### config.mk
export PLATFORM = sky130hd
export DESIGN_NAME = apb_rr_arbiter_flat
export DESIGN_NICKNAME = d
export VERILOG_FILES = /design/src/rtl/apb_rr_arbiter_if.sv /design/src/rtl/apb_rr_arbiter.sv /design/src/flat_wrapper.sv
export SDC_FILE = /design/constraint.sdc
export NUM_CORES = 1
export LEC_CHECK = 0
export BUFFER_PORTS_ARGS = -buffer_cell sky130_fd_sc_hd__buf_4
export CORE_MARGIN = 8
export CORE_UTILIZATION = 42
export CTS_CLUSTER_DIAMETER = 200
export DETAILED_ROUTE_END_ITERATION = 8
export MAX_ROUTING_LAYER = met4
export PLACE_DENSITY = 0.81
export SYNTH_ARGS = -nofsm -noshare
export SYNTH_HDL_FRONTEND = slang
export SYNTH_SLANG_ARGS = --single-unit
### constraint.sdc
create_clock -name clk -period 2.75 [get_ports clk]
set_input_delay 0.275 -clock clk [delete_from_list [all_inputs] [get_ports clk]]
set_output_delay 0.275 -clock clk [all_outputs]
set_load 0.05 [all_outputs]
### src/rtl/apb_rr_arbiter_if.sv
// APB bundle shared by the two upstream requesters (s_*) and the single downstream port (m_*).
// The master modport is the arbiter's view; slave is the environment's view.
interface apb_rr_arbiter_if #(
  parameter int ADDR_W = 32,
  parameter int DATA_W = 32
);
  logic [1:0]             s_psel;
  logic [1:0]             s_penable;
  logic [1:0]             s_pwrite;
  logic [1:0][ADDR_W-1:0] s_paddr;
  logic [1:0][DATA_W-1:0] s_pwdata;
  logic [1:0]             s_pready;
  logic [DATA_W-1:0]      s_prdata;
  logic                   s_pslverr;

  logic                   m_psel;
  logic                   m_penable;
  logic                   m_pwrite;
  logic [ADDR_W-1:0]      m_paddr;
  logic [DATA_W-1:0]      m_pwdata;
  logic [DATA_W-1:0]      m_prdata;
  logic                   m_pready;
  logic                   m_pslverr;

  modport master (
    input  s_psel, s_penable, s_pwrite, s_paddr, s_pwdata,
    output s_pready, s_prdata, s_pslverr,
    output m_psel, m_penable, m_pwrite, m_paddr, m_pwdata,
    input  m_prdata, m_pready, m_pslverr
  );

  modport slave (
    output s_psel, s_penable, s_pwrite, s_paddr, s_pwdata,
    input  s_pready, s_prdata, s_pslverr,
    input  m_psel, m_penable, m_pwrite, m_paddr, m_pwdata,
    output m_prdata, m_pready, m_pslverr
  );
endinterface

### src/rtl/apb_rr_arbiter.sv
// Two-requester round-robin APB arbiter driving one downstream APB port.
// Optional ACCESS timeout abort is enabled by defining APB_ARB_TIMEOUT_EN.
module apb_rr_arbiter #(
  parameter int ADDR_W      = 32,
  parameter int DATA_W      = 32,
  parameter int TIMEOUT_CYC = 256
) (
  input  logic                clk,
  input  logic                rst,
  apb_rr_arbiter_if.master    bus,
  output logic                grant,
  output logic                busy
);

  typedef enum logic [1:0] {ST_IDLE, ST_SETUP, ST_ACCESS} state_t;

  state_t            r_state;
  state_t            w_state_nx;
  logic              r_grant;
  logic              r_last;
  logic              r_abandon;
  logic              r_mwrite;
  logic [ADDR_W-1:0] r_maddr;
  logic [DATA_W-1:0] r_mwdata;

  logic              w_win;
  logic              w_start;
  logic              w_done;
  logic              w_abort;
  logic              w_owner_ok;
  logic              w_tmo;

`ifdef APB_ARB_TIMEOUT_EN
  localparam int CNT_W = $clog2(TIMEOUT_CYC) + 1;
  logic [CNT_W-1:0] r_tcnt;

  assign w_tmo = (r_tcnt == CNT_W'(TIMEOUT_CYC - 1));

  always_ff @(posedge clk or posedge rst) begin
    if (rst) begin
      r_tcnt <= '0;
    end else if (r_state == ST_SETUP) begin
      r_tcnt <= '0;
    end else if (r_state == ST_ACCESS && !bus.m_pready) begin
      r_tcnt <= r_tcnt + 1'b1;
    end
  end

  logic w_unused;
  assign w_unused = ^bus.s_penable;
`else
  assign w_tmo = 1'b0;

  logic w_unused;
  assign w_unused = ^{bus.s_penable, (TIMEOUT_CYC == 0)};
`endif

  // Contention goes to whoever was not served last; a lone request simply wins.
  assign w_win      = (bus.s_psel == 2'b11) ? ~r_last : bus.s_psel[1];
  // A requester that let go of psel mid-transfer no longer wants the response.
  assign w_owner_ok = bus.s_psel[r_grant] & ~r_abandon;

  always_ff @(posedge clk or posedge rst) begin
    if (rst) begin
      r_state <= ST_IDLE;
    end else begin
      r_state <= w_state_nx;
    end
  end

  always_comb begin
    w_state_nx    = r_state;
    w_start       = 1'b0;
    w_done        = 1'b0;
    w_abort       = 1'b0;
    bus.s_pready  = 2'b00;
    bus.s_prdata  = '0;
    bus.s_pslverr = 1'b0;
    case (r_state)
      ST_IDLE: begin
        if (|bus.s_psel) begin
          w_start    = 1'b1;
          w_state_nx = ST_SETUP;
        end
      end
      ST_SETUP: w_state_nx = ST_ACCESS;
      ST_ACCESS: begin
        if (bus.m_pready) begin
          w_done     = 1'b1;
          w_state_nx = ST_IDLE;
        end else if (w_tmo) begin
          w_abort    = 1'b1;
          w_state_nx = ST_IDLE;
        end
      end
      default: w_state_nx = ST_IDLE;
    endcase
    if ((w_done || w_abort) && w_owner_ok) begin
      bus.s_pready[r_grant] = 1'b1;
      if (w_done) begin
        bus.s_prdata  = bus.m_prdata;
        bus.s_pslverr = bus.m_pslverr;
      end else begin
        bus.s_pslverr = 1'b1;
      end
    end
  end

  always_ff @(posedge clk or posedge rst) begin
    if (rst) begin
      r_grant   <= 1'b0;
      r_last    <= 1'b1;
      r_abandon <= 1'b0;
      r_mwrite  <= 1'b0;
      r_maddr   <= '0;
      r_mwdata  <= '0;
    end else begin
      if (w_start) begin
        r_grant   <= w_win;
        r_maddr   <= bus.s_paddr[w_win];
        r_mwrite  <= bus.s_pwrite[w_win];
        r_mwdata  <= bus.s_pwdata[w_win];
        r_abandon <= 1'b0;
      end else if (r_state != ST_IDLE && !bus.s_psel[r_grant]) begin
        r_abandon <= 1'b1;
      end
      if (w_done || w_abort) begin
        r_last <= r_grant;
      end
    end
  end

  assign bus.m_psel    = (r_state != ST_IDLE);
  assign bus.m_penable = (r_state == ST_ACCESS);
  assign bus.m_paddr   = r_maddr;
  assign bus.m_pwrite  = r_mwrite;
  assign bus.m_pwdata  = r_mwdata;
  assign grant         = r_grant;
  assign busy          = (r_state != ST_IDLE);

endmodule

### src/flat_wrapper.sv
// flat-port wrapper written by rule: the top's interface ports become plain ports
module apb_rr_arbiter_flat 
#(
  parameter int ADDR_W      = 32,
  parameter int DATA_W      = 32,
  parameter int TIMEOUT_CYC = 256
)
  (clk, rst, grant, busy, bus_s_psel, bus_s_penable, bus_s_pwrite, bus_s_paddr, bus_s_pwdata, bus_s_pready, bus_s_prdata, bus_s_pslverr, bus_m_psel, bus_m_penable, bus_m_pwrite, bus_m_paddr, bus_m_pwdata, bus_m_prdata, bus_m_pready, bus_m_pslverr);
  apb_rr_arbiter_if #(.ADDR_W(ADDR_W), .DATA_W(DATA_W)) bus_i ();
  input  logic clk;
  input  logic rst;
  output logic grant;
  output logic busy;
  input wire logic [$bits(bus_i.s_psel)-1:0] bus_s_psel;
  input wire logic [$bits(bus_i.s_penable)-1:0] bus_s_penable;
  input wire logic [$bits(bus_i.s_pwrite)-1:0] bus_s_pwrite;
  input wire logic [$bits(bus_i.s_paddr)-1:0] bus_s_paddr;
  input wire logic [$bits(bus_i.s_pwdata)-1:0] bus_s_pwdata;
  output wire logic [$bits(bus_i.s_pready)-1:0] bus_s_pready;
  output wire logic [$bits(bus_i.s_prdata)-1:0] bus_s_prdata;
  output wire logic [$bits(bus_i.s_pslverr)-1:0] bus_s_pslverr;
  output wire logic [$bits(bus_i.m_psel)-1:0] bus_m_psel;
  output wire logic [$bits(bus_i.m_penable)-1:0] bus_m_penable;
  output wire logic [$bits(bus_i.m_pwrite)-1:0] bus_m_pwrite;
  output wire logic [$bits(bus_i.m_paddr)-1:0] bus_m_paddr;
  output wire logic [$bits(bus_i.m_pwdata)-1:0] bus_m_pwdata;
  input wire logic [$bits(bus_i.m_prdata)-1:0] bus_m_prdata;
  input wire logic [$bits(bus_i.m_pready)-1:0] bus_m_pready;
  input wire logic [$bits(bus_i.m_pslverr)-1:0] bus_m_pslverr;
  assign bus_i.s_psel = bus_s_psel;
  assign bus_i.s_penable = bus_s_penable;
  assign bus_i.s_pwrite = bus_s_pwrite;
  assign bus_i.s_paddr = bus_s_paddr;
  assign bus_i.s_pwdata = bus_s_pwdata;
  assign bus_s_pready = bus_i.s_pready;
  assign bus_s_prdata = bus_i.s_prdata;
  assign bus_s_pslverr = bus_i.s_pslverr;
  assign bus_m_psel = bus_i.m_psel;
  assign bus_m_penable = bus_i.m_penable;
  assign bus_m_pwrite = bus_i.m_pwrite;
  assign bus_m_paddr = bus_i.m_paddr;
  assign bus_m_pwdata = bus_i.m_pwdata;
  assign bus_i.m_prdata = bus_m_prdata;
  assign bus_i.m_pready = bus_m_pready;
  assign bus_i.m_pslverr = bus_m_pslverr;
  apb_rr_arbiter #(.ADDR_W(ADDR_W), .DATA_W(DATA_W), .TIMEOUT_CYC(TIMEOUT_CYC)) u_core (.clk(clk), .rst(rst), .bus(bus_i), .grant(grant), .busy(busy));
endmodule
==> Yosys cells after proc, flatten, opt, wreduce, memory -nomap -nowiden <==
Cells that the tools add are included.
{ "totals": {"latch_bits": 0, "memories": 0, "romBits": 0, "output_inout_bits": 104, "inputBits": 170, "ram_bits": 0, "regBits": 70, "wordCells": 52} }
{ "classes": {"multipliers": 0, "order_cmp": 3, "n_addsub": 0, "n_mux": 25, "shift": 0, "div_mod_pow": 0, "eq_ne": 5, "n_reduce_logical": 9, "bitwise_logic": 3} }
{ "op_table": {"columns": ["operator", "count"], "rows": [
  ["$mux W32", 6],
  ["$mux W1", 14],
  ["$mux W2", 3],
  ["$pmux W2 S3", 1],
  ["$eq A2 B2 Y1 const B", 2],
  ["$lt A1 B2 Y1 const B", 2],
  ["$ne A2 B1 Y1 const B", 2],
  ["$reduce_bool A2 Y1", 2],
  ["$logic_and A1 B1 Y1", 3],
  ["$eq A2 B1 Y1 const B", 1],
  ["$logic_not A2 Y1", 1],
  ["$not A1 Y1", 2],
  ["$reduce_and A2 Y1", 1],
  ["$reduce_or A2 Y1", 1],
  ["$and A1 B1 Y1", 1],
  ["$demux W1 S1", 1],
  ["$ge A1 B1 Y1 const B", 1],
  ["$logic_not A1 Y1", 1]
]} }

==> Longest topological paths before layout <==
Gate-level depths: netlist of run 1.
{ "depth": {"depth_word": 6, "ltp_mapped": 5, "ltp_nobuf": 3} }

==> Worst setup path before layout of run 1 <==
No wires, ideal clock.
{ "synth_timing": {"path_kind": "flip-flop to output port", "from": "register u_core.r_grant (netlist: u_core.grant)", "to": "output bus_s_pready[0]", "path_stages_with_launch": 2, "required_ns": 2.475, "arrival_time_ns": 1.835, "path_slack_ns": 0.640, "path_buffers": 0, "cell_sequence": "dfrtp_1 -> nor3b_1"} }
{ "synth_via": {"elab_chain_len": 5, "word_cells_on_any_way": 10, "cone_classes": "order compare: 2; mux: 5; bitwise: 1; reduce/logical: 2"} }
{ "synth_rtl": {"columns": ["element", "line", "source"], "rows": [
  ["from (decl)", "apb_rr_arbiter.sv:19", "logic r_grant;"],
  ["from (signal assigned)", "apb_rr_arbiter.sv:119", "r_grant <= w_win;"],
  ["$lt A1 B2 Y1 (not written as such) (tied with other cells)", "apb_rr_arbiter.sv:99", "bus.s_pready[r_grant] = 1'b1;"],
  ["$logic_and A1 B1 Y1 (not written as such) / $mux W1 (equally long branches)", "apb_rr_arbiter.sv:99, apb_rr_arbiter.sv:61", null],
  ["$mux W1 (not written as such) / $and A1 B1 Y1 (equally long branches)", "apb_rr_arbiter.sv:99, apb_rr_arbiter.sv:61", null],
  ["$demux W1 S1 / $logic_and A1 B1 Y1 (equally long branches)", null, null],
  ["$mux W2 *", "apb_rr_arbiter.sv:98", "if ((w_done || w_abort) && w_owner_ok) begin"],
  ["to (decl)", "flat_wrapper.sv:19", "output wire logic [$bits(bus_i.s_pready)-1:0] bus_s_pready;"]
]} }
Every way passes the cells marked *; elsewhere a longest branch is shown, timed or not. The select of a mux whose other input is x is not followed.

==> Final worst setup path of run 1 <==
{ "layout_timing": {"from": "register u_core.r_state[0]", "to": "output bus_s_prdata[6]"} }
{ "layout_via": {"elab_chain_len": 4, "word_cells_on_any_way": 5, "cone_classes": "eq/ne: 1; mux: 3; reduce/logical: 1"} }
{ "layout_rtl": {"columns": ["element", "line", "source"], "rows": [
  ["from (decl)", "apb_rr_arbiter.sv:17", "state_t r_state;"],
  ["from (signal assigned)", "apb_rr_arbiter.sv:67", "r_state <= w_state_nx;"],
  ["$eq A2 B2 Y1 *", "apb_rr_arbiter.sv:79", "case (r_state)"],
  ["$mux W1 *", "apb_rr_arbiter.sv:79", null],
  ["$mux W32 / $logic_and A1 B1 Y1 (equally long branches)", "apb_rr_arbiter.sv:100, apb_rr_arbiter.sv:98", null],
  ["$mux W32 *", "apb_rr_arbiter.sv:98", null],
  ["to (decl)", "flat_wrapper.sv:20", "output wire logic [$bits(bus_i.s_prdata)-1:0] bus_s_prdata;"]
]} }
Every way passes the cells marked *; elsewhere a longest branch is shown, timed or not.

==> results.json, run 1 <==
{
  "outcome": "finished clean",
  "max_freq_mhz": 486,
  "r2r_start": "u_core.r_last",
  "mostFrequentLayoutCell": "buf_4",
  "ff2ff_path_depth": 4,
  "grt_usage_pct": 20.1,
  "tns_ns": 0,
  "vias": 3103,
  "startpoint_type": "flop",
  "cts_buffers": 9,
  "final_antenna_net_count": 0,
  "synth_cell_type_count": 22,
  "seq_area_frac_synth_pct": 44.4,
  "grt_max_degree": 39,
  "cts_root_buf": "clkbuf_8",
  "syn_area_um2": 3950,
  "required_ns": 2.48,
  "diodes": 0,
  "power.total_mw": 7.56,
  "wl_um": 12800,
  "worst_r2r_endpoint": "u_core.bus.m_pwdata[12]",
  "min_period_over_period_pct": 74.9,
  "initial_core_util_pct": 42.9,
  "cts_tree": "built",
  "cts_setup_buffers": 0,
  "die_h_um": 113,
  "clock_latency_ns": 0.33,
  "slew_headroom_pct": 51.1,
  "post_cts_resized": 0,
  "mostFrequentLayoutCells": "buf_4 (275), mux2_4 (70), dfrtp_1 (69)",
  "layout-drive-gt1-share_pct": 78.0,
  "viasPerCell": 4.72,
  "finalMaxSlewViolations": 0,
  "final.setup.worst_slack_ns": 0.691,
  "grt_setup_unrepaired": "false",
  "htree_levels": 3,
  "setup_viol": 0,
  "drcViolationCount": 0,
  "synth_cells": 271,
  "yosysWarnings": 0,
  "placement.io_buffers": 271,
  "post-dp-hpwl_um": 10500,
  "core_um2": 9200,
  "grt_antenna_before_repair": 0,
  "clk_pin_slew_ns": 0.08,
  "post-route-cell-area_um2": 6270,
  "grt_first_pass_wirelength_um": 19300,
  "dr.first_iter.drc_count": 139,
  "ys_ff_latch": 70,
  "layout_min_cycle_time_ns": 2.06,
  "placed_area_um2": 6070,
  "r2r_slack_ns": 0.85,
  "path_max_fanout": 33,
  "finClkSkew_ns": 0.0144,
  "crit_type": "reg -> out",
  "crit_path_end_kind": "primary output",
  "synth_nets": 441,
  "dr.pass1.iters": 4,
  "finish.net_count": 711,
  "hold_buffers": 0,
  "cts_max_path_buffers": 2,
  "die_w_um": 113,
  "hold_class": "in -> async",
  "leakage_nw": 3.24,
  "grt_pass1_vias": 3509,
  "cts.sinks": 70,
  "gr-total-overflow": 0,
  "floorplan.rows": 35,
  "holdWs_ns": 0.0677,
  "gp_congestion": 0.924,
  "irDropWorstVdd_v": 0.000681,
  "worstMarginPinSlew_ns": 0.732,
  "crit_arrival_ns": 1.78,
  "area_growth_pct": 58.8,
  "die_area_um2": 12800,
  "cap_violations": 0,
  "power.density_nw_per_um2": 1210,
  "pre_cts_ws_ns": 0.862,
  "synth.avg_cell_area_um2": 14.6,
  "hold_viol": 0,
  "wl_per_cell_um": 19.5,
  "io_pins": 274
}
[Yosys cell counts]
master | n | area, µm²
o22ai_1 | 1 | 6.26
mux2i_1 | 2 | 20.0
nor2_1 | 4 | 15.0
nor3b_1 | 1 | 7.51
buf_4 | 2 | 15.0
nor2_2 | 1 | 6.26
nor2b_1 | 1 | 6.26
and2_1 | 33 | 206
or2_1 | 1 | 6.26
nand2_1 | 2 | 7.51
a21oi_1 | 1 | 5.00
clkbuf_1 | 3 | 11.3
a21bo_2 | 1 | 10.0
mux2_2 | 61 | 687
nand2b_1 | 1 | 6.26
dfstp_2 | 1 | 26.3
buf_6 | 7 | 78.8
dfrtp_1 | 69 | 1730
buf_2 | 6 | 30.0
mux2_4 | 70 | 1050
inv_1 | 2 | 7.51
nand4bb_1 | 1 | 11.3
[critical path, stage by stage (launching register included)]
cell	delay (ns)
dfrtp_1	0.41
nand4bb_1	0.26
nor2_1	0.14
buf_4	0.26
and2_1	0.19
buf_4	0.21
[state kept, by name, indices dropped and copies added (netlist names)]
signal	cells
u_core.bus.m_paddr	32
u_core.bus.m_pwdata	32
u_core.bus.m_pwrite	1
u_core.grant	1
u_core.r_abandon	1
u_core.r_last	1
u_core.r_state	2
[worst max path at each step]
stage	slack (ns)	depth (start not counted)	startpoint	endpoint
final	0.69	5	u_core.r_state[0]	bus_s_prdata[6]
after global routing	0.57	5	u_core.r_state[0]	bus_s_prdata[4]
after CTS	0.63	5	u_core.r_state[0]	bus_s_prdata[4]
after detailed placement	0.86	4	u_core.r_state[0]	u_core.bus.m_paddr[20]
after global placement	0.91	4	u_core.r_state[0]	u_core.bus.m_paddr[19]
after floorplan	0.64	1	u_core.grant	bus_s_pready[0]
[through the flow]
stage / std cells / utilization [%]
6_report: 657 / 68.2
5_1_grt: 657 / 68.2
4_1_cts: 657 / 68.2
3_5_place_dp: 641 / 66.0
3_3_place_gp: 641 / 66.0
2_1_floorplan: 271 / -
[logic make-up after synthesis]
logic type	count (synthesis)	synth area share (%)
flops	70	44.4
simple gates	45	6.91
compound gates	3	0.539
buf+inv	20	3.61
mux	133	44.5
[area by class of cell]
cell class              count  area, µm²
inverters                   2       7.51
repair buffers            277       2100
flip-flops and latches     70       1750
clock buffers              13        159
multi-input cells         181       2060
clock inverters             3       42.5
well taps                 111        139
fillers                   679       2930
[power breakdown]
part | internal [mW] | total (mW) | switching (mW)
Sequential | 1.57 | 1.89 | 0.314
Clock | 0.469 | 0.835 | 0.367
Combinational | 1.89 | 4.84 | 2.95
[per-layer routing]
layer  wire length, µm  GRT usage [%]  vias up
met5                 0              -        -
met4               265           6.66        0
li1                  -              -     1483
met3               834           5.86       15
met2              7130           37.9      150
met1              4600           19.1     1455
(Power assumes the default switching activity.)
==> run 2, diff against run 1 <==
CORE_UTILIZATION = 38   (was 42)
PLACE_DENSITY = 0.78   (was 0.81)
clock period = 1.8 ns   (was 2.75 ns; I/O delays follow)
==> results.json, run 2 (synthesis results as in run 1) <==
{
  "die_area_um2": 13900,
  "htree_levels": 3,
  "fin_cells": 691,
  "r2r_slack_ns": 0.06,
  "floorplan.rows": 37,
  "placed_area_um2": 6150,
  "outcome": "complete, but fails checks",
  "final.setup.worst_slack_ns": -0.105,
  "cts_max_path_buffers": 2,
  "cts.sinks": 70,
  "worstMarginPinSlew_ns": 0.370,
  "pre_cts_ws_ns": 0.0770,
  "core_um2": 10200,
  "setup_viol": 33,
  "mostFrequentLayoutCell": "buf_4",
  "cap_violations": 0,
  "path_cells": "nand4bb_4 > nor2_4 > buf_4 > and2_1 > buf_6",
  "dr.pass1.iters": 4,
  "max_stage_delay_ns": 0.41,
  "tns_ns": -1.68,
  "gr-total-overflow": 0,
  "leakage_nw": 3.41,
  "hold_viol": 0,
  "area_growth_pct": 72.7,
  "crit_path_end_kind": "primary output",
  "final_antenna_net_count": 0,
  "hold_class": "in -> reg",
  "critPathTopFamily": "simple AND/OR/NAND/NOR gates",
  "worst_r2r_endpoint": "u_core.bus.m_pwdata[8]",
  "vias": 3213,
  "clock_latency_ns": 0.35,
  "holdWs_ns": 0.153,
  "irDropWorstVdd_v": 0.000909,
  "violations": "setup timing",
  "diodes": 0,
  "wl_um": 13800,
  "required_ns": 1.62,
  "wl_per_cell_um": 20.0,
  "post-route-cell-area_um2": 6820,
  "grt_first_pass_wirelength_um": 19900,
  "gp_congestion": 0.834,
  "slew_headroom_pct": 75.4,
  "grt_antenna_before_repair": 0,
  "layout-drive-gt1-share_pct": 84.0,
  "crit_arrival_ns": 1.73,
  "clk_pin_slew_ns": 0.07,
  "crit_type": "reg -> out",
  "finish.net_count": 720,
  "r2r_start": "u_core.r_state[0]",
  "post-dp-hpwl_um": 10200,
  "viasPerCell": 4.65,
  "postLayoutCoreUtil_pct": 66.9,
  "grt_usage_pct": 18.7,
  "ff2ff_path_depth": 5,
  "initial_core_util_pct": 38.8,
  "cts_root_buf": "clkbuf_8",
  "cp.depth": 5,
  "dr.first_iter.drc_count": 134,
  "power.total_mw": 12.2,
  "startpoint_type": "flop",
  "cp.buffers_inverters": 2,
  "crit_slowest_cell": "dfrtp_1",
  "crit_start": "u_core.r_abandon",
  "min_period_over_period_pct": 106,
  "die_w_um": 118,
  "max_freq_mhz": 525,
  "grt_pass1_vias": 3684,
  "mostFrequentLayoutCells": "buf_4 (243), mux2_4 (70), dfrtp_1 (68)",
  "power.density_nw_per_um2": 1790,
  "die_h_um": 118,
  "place_inst": 666,
  "cts_tree": "built",
  "path_max_fanout": 8,
  "finClkSkew_ns": 0.00900,
  "finalMaxSlewViolations": 0,
  "crit_end": "bus_s_prdata[24]",
  "layout_min_cycle_time_ns": 1.91,
  "grt_max_degree": 71,
  "io_pins": 274,
  "placement.io_buffers": 271,
  "grt_setup_unrepaired": "true",
  "drcViolationCount": 0,
  "cts_buffers": 9
}
run 2: final cells by class:
type,count,area (µm²)
Clock buffer,11,141
Tap cell,136,170
Inverter,2,11.3
Clock inverter,5,106
Sequential cell,70,1750
Multi-Input combinational cell,181,2170
Fill cell,708,3370
Timing Repair Buffer,286,2460
run 2: metal layers:
metal  part of all wire [%]  vias to the layer above  routed length (µm)  global-route usage [%]
met3                    6.2                       21                 857                    5.32
met4                    2.1                        0                 295                    7.77
li1                       -                     1509                   -                       -
met1                     35                     1540                4790                    16.7
met2                     57                      143                7870                    36.2
met5                      0                        -                   0                       -
run 2: how the worst min path moves through the flow:
stage,end,start,depth (start not counted)
5_1_grt,u_core.r_state[1],bus_m_pready,3
4_1_cts,u_core.r_state[1],bus_m_pready,3
6_report,u_core.r_state[1],bus_m_pready,3
3_3_place_gp,u_core.bus.m_pwdata[8],rst,3
2_1_floorplan,u_core.bus.m_paddr[0],rst,1
3_5_place_dp,u_core.bus.m_pwdata[8],rst,3
run 2: power by group:
| group | switching (mW) | total (mW) | leakage [nW] | internal [mW] |
|---|---|---|---|---|
| clock network | 0.601 | 1.56 | 0.120 | 0.961 |
| registers | 0.471 | 2.88 | 0.817 | 2.40 |
| logic | 4.61 | 7.80 | 2.47 | 3.19 |
run 2: repair_timing:
item	CTS	global route
setup endpoints to repair	33	38
pin swaps	0	15
cloned	2	2
hold buffers	1	0
gates resized for setup	41	55
buffers inserted	2	2
hold endpoints to repair	69	0
run 2: worst register-to-register path, cell delays in order, from the launching register on:
cell and delay, ns:
dfrtp_1 0.39, buf_4 0.15, or2_4 0.26, nor2_4 0.20, buf_12 0.24, mux2_2 0.38
==> run 3, diff against run 2 <==
CELL_PAD_IN_SITES_DETAIL_PLACEMENT = 0   (was default)
CELL_PAD_IN_SITES_GLOBAL_PLACEMENT = 1   (was default)
CORE_UTILIZATION = 28   (was 38)
PLACE_DENSITY = default   (was 0.78)
PLACE_DENSITY_LB_ADDON = 0.1   (was default)
==> results.json, run 3 (synthesis results as in run 1) <==
{
  "cts.sinks": 70,
  "worstMarginPinSlew_ns": 0.391,
  "vias": 3192,
  "die_h_um": 135,
  "top_layer": "met4",
  "wl_met2_um": 6910,
  "layout_min_cycle_time_ns": 1.80,
  "grt_pass1_vias": 3606,
  "cap_violations": 0,
  "mostFrequentLayoutCells": "buf_4 (240), mux2_4 (70), dfrtp_1 (68)",
  "post-dp-hpwl_um": 10200,
  "clk_pin_slew_ns": 0.05,
  "gr-total-overflow": 0,
  "place_inst": 711,
  "slew_headroom_pct": 73.9,
  "required_ns": 1.62,
  "internal_power_mw": 6.97,
  "wl_per_cell_um": 18.4,
  "violations": "setup timing",
  "holdWs_ns": 0.165,
  "crit_start": "u_core.grant",
  "hold_viol": 0,
  "grt_setup_unrepaired": "true",
  "viasPerCell": 4.32,
  "dr.pass1.iters": 4,
  "htree_levels": 3,
  "gp_congestion": 0.858,
  "finish.net_count": 724,
  "area_growth_pct": 75.7,
  "layout-drive-gt1-share_pct": 81.6,
  "cts_max_path_buffers": 2,
  "crit_path_end_kind": "primary output",
  "wl_um": 13600,
  "min_from": "bus_m_pready",
  "r2r_start": "u_core.r_state[0]",
  "wl_met3_um": 1080,
  "switching_share_pct": 45.4,
  "outcome": "complete, but fails checks",
  "grt_max_degree": 71,
  "power_frac_clock_pct": 14.7,
  "fin_cells": 739,
  "cts_tree": "built",
  "diodes": 0,
  "grt_first_pass_wirelength_um": 19800,
  "tns_ns": -0.00124,
  "grt_antenna_before_repair": 0,
  "initial_core_util_pct": 28.5,
  "die_w_um": 135,
  "clock_latency_ns": 0.33,
  "grt_usage_pct": 14.3,
  "power.total_mw": 12.8,
  "wl_met1_um": 5570,
  "floorplan.rows": 43,
  "finClkSkew_ns": 0.00809,
  "die_area_um2": 18200,
  "setup_viol": 1,
  "leakage_nw": 3.45,
  "finalMaxSlewViolations": 0,
  "pwr-share-seq_pct": 22.5,
  "path_max_fanout": 4,
  "power.density_nw_per_um2": 1840,
  "final.fill_count": 1207,
  "min_period_over_period_pct": 100,
  "cts_buffers": 9,
  "p_sw_mw": 5.79,
  "cts_root_buf": "clkbuf_16",
  "crit_arrival_ns": 1.62,
  "combPwrFrac_pct": 62.8,
  "irDropWorstVdd_v": 0.000822,
  "io_pins": 274,
  "max_freq_mhz": 555,
  "startpoint_type": "flop",
  "hold_class": "in -> reg",
  "core_um2": 13800,
  "dr.first_iter.drc_count": 72,
  "final_antenna_net_count": 0,
  "placement.io_buffers": 271,
  "drcViolationCount": 0,
  "crit_type": "reg -> out",
  "final.setup.worst_slack_ns": -0.00124,
  "postLayoutCoreUtil_pct": 50.2,
  "mostFrequentLayoutCell": "buf_4"
}
==> run 3: changes by cell type in the layout (fill, tap and decap cells not counted), sizes merged <==
| cell | delta |
|---|---|
| clkinv | +2 |
| buf | +1 |
| bufinv | -1 |
| clkbuf | +2 |
==> run 3: final timing paths <==
path | slack, ns | end | cells after the start
setup / recovery | -0.001 | bus_s_prdata[18] | 5
hold / removal | 0.17 | u_core.r_state[1] | 3
setup reg to reg | 0.07 | u_core.bus.m_pwdata[14] | 6
hold reg to reg | 0.50 | u_core.bus.m_paddr[25] | 1
max in group asynchronous | 0.96 | u_core.r_last | 4
min in group asynchronous | 0.52 | u_core.bus.m_paddr[2] | 4
==> run 3: worst max-delay path, stage by stage (launching register included) <==
cell	delay [ns]
dfrtp_2	0.43
mux2i_4	0.20
nor2_4	0.18
buf_2	0.17
and2_4	0.17
buf_8	0.14
==> run 3: routing by layer <==
metal / up-vias / global-route usage [%]
met3: 5 / 4.90
met4: 0 / 3.56
met2: 164 / 24.2
met5: - / -
li1: 1508 / -
met1: 1515 / 15.9
==> run 3: repair_timing <==
item	in CTS	in global routing
resized for setup	49	16
setup endpoints to repair	33	60
pin swaps	1	8
hold endpoints to repair	69	0
hold buffers	1	0
buffers inserted	3	3
cloned	1	4
==> run 3: final cells by class <==
class | count | area, µm² | share of cell area (%)
repair buffers | 290 | 2490 | 36.0
multi-input cells | 181 | 2130 | 30.8
flip-flops and latches | 70 | 1750 | 25.3
clock buffers | 10 | 229 | 3.30
well taps | 180 | 225 | 3.25
clock inverters | 6 | 86.3 | 1.24
inverters | 2 | 11.3 | 0.162
==> run 3: metrics by stage <==
step / worst slack [ns] / cell area, µm²
6_report: -0.00124 / 6940
5_1_grt: -0.0723 / 6940
4_1_cts: -0.0176 / 6760
3_5_place_dp: 0.0937 / 6210
3_3_place_gp: 0.125 / 6210
2_1_floorplan: 0.0399 / 3960
==> run 3: power by group through the flow <==
stage | logic [mW] | registers (mW) | clock network [mW]
floorplan | 2.64 | 5.54 | 0
global placement | 7.56 | 2.86 | 0
detailed placement | 7.60 | 2.88 | 0
CTS | 7.75 | 2.88 | 1.93
global route | 8.37 | 2.99 | 2.01
finish | 8.02 | 2.87 | 1.87
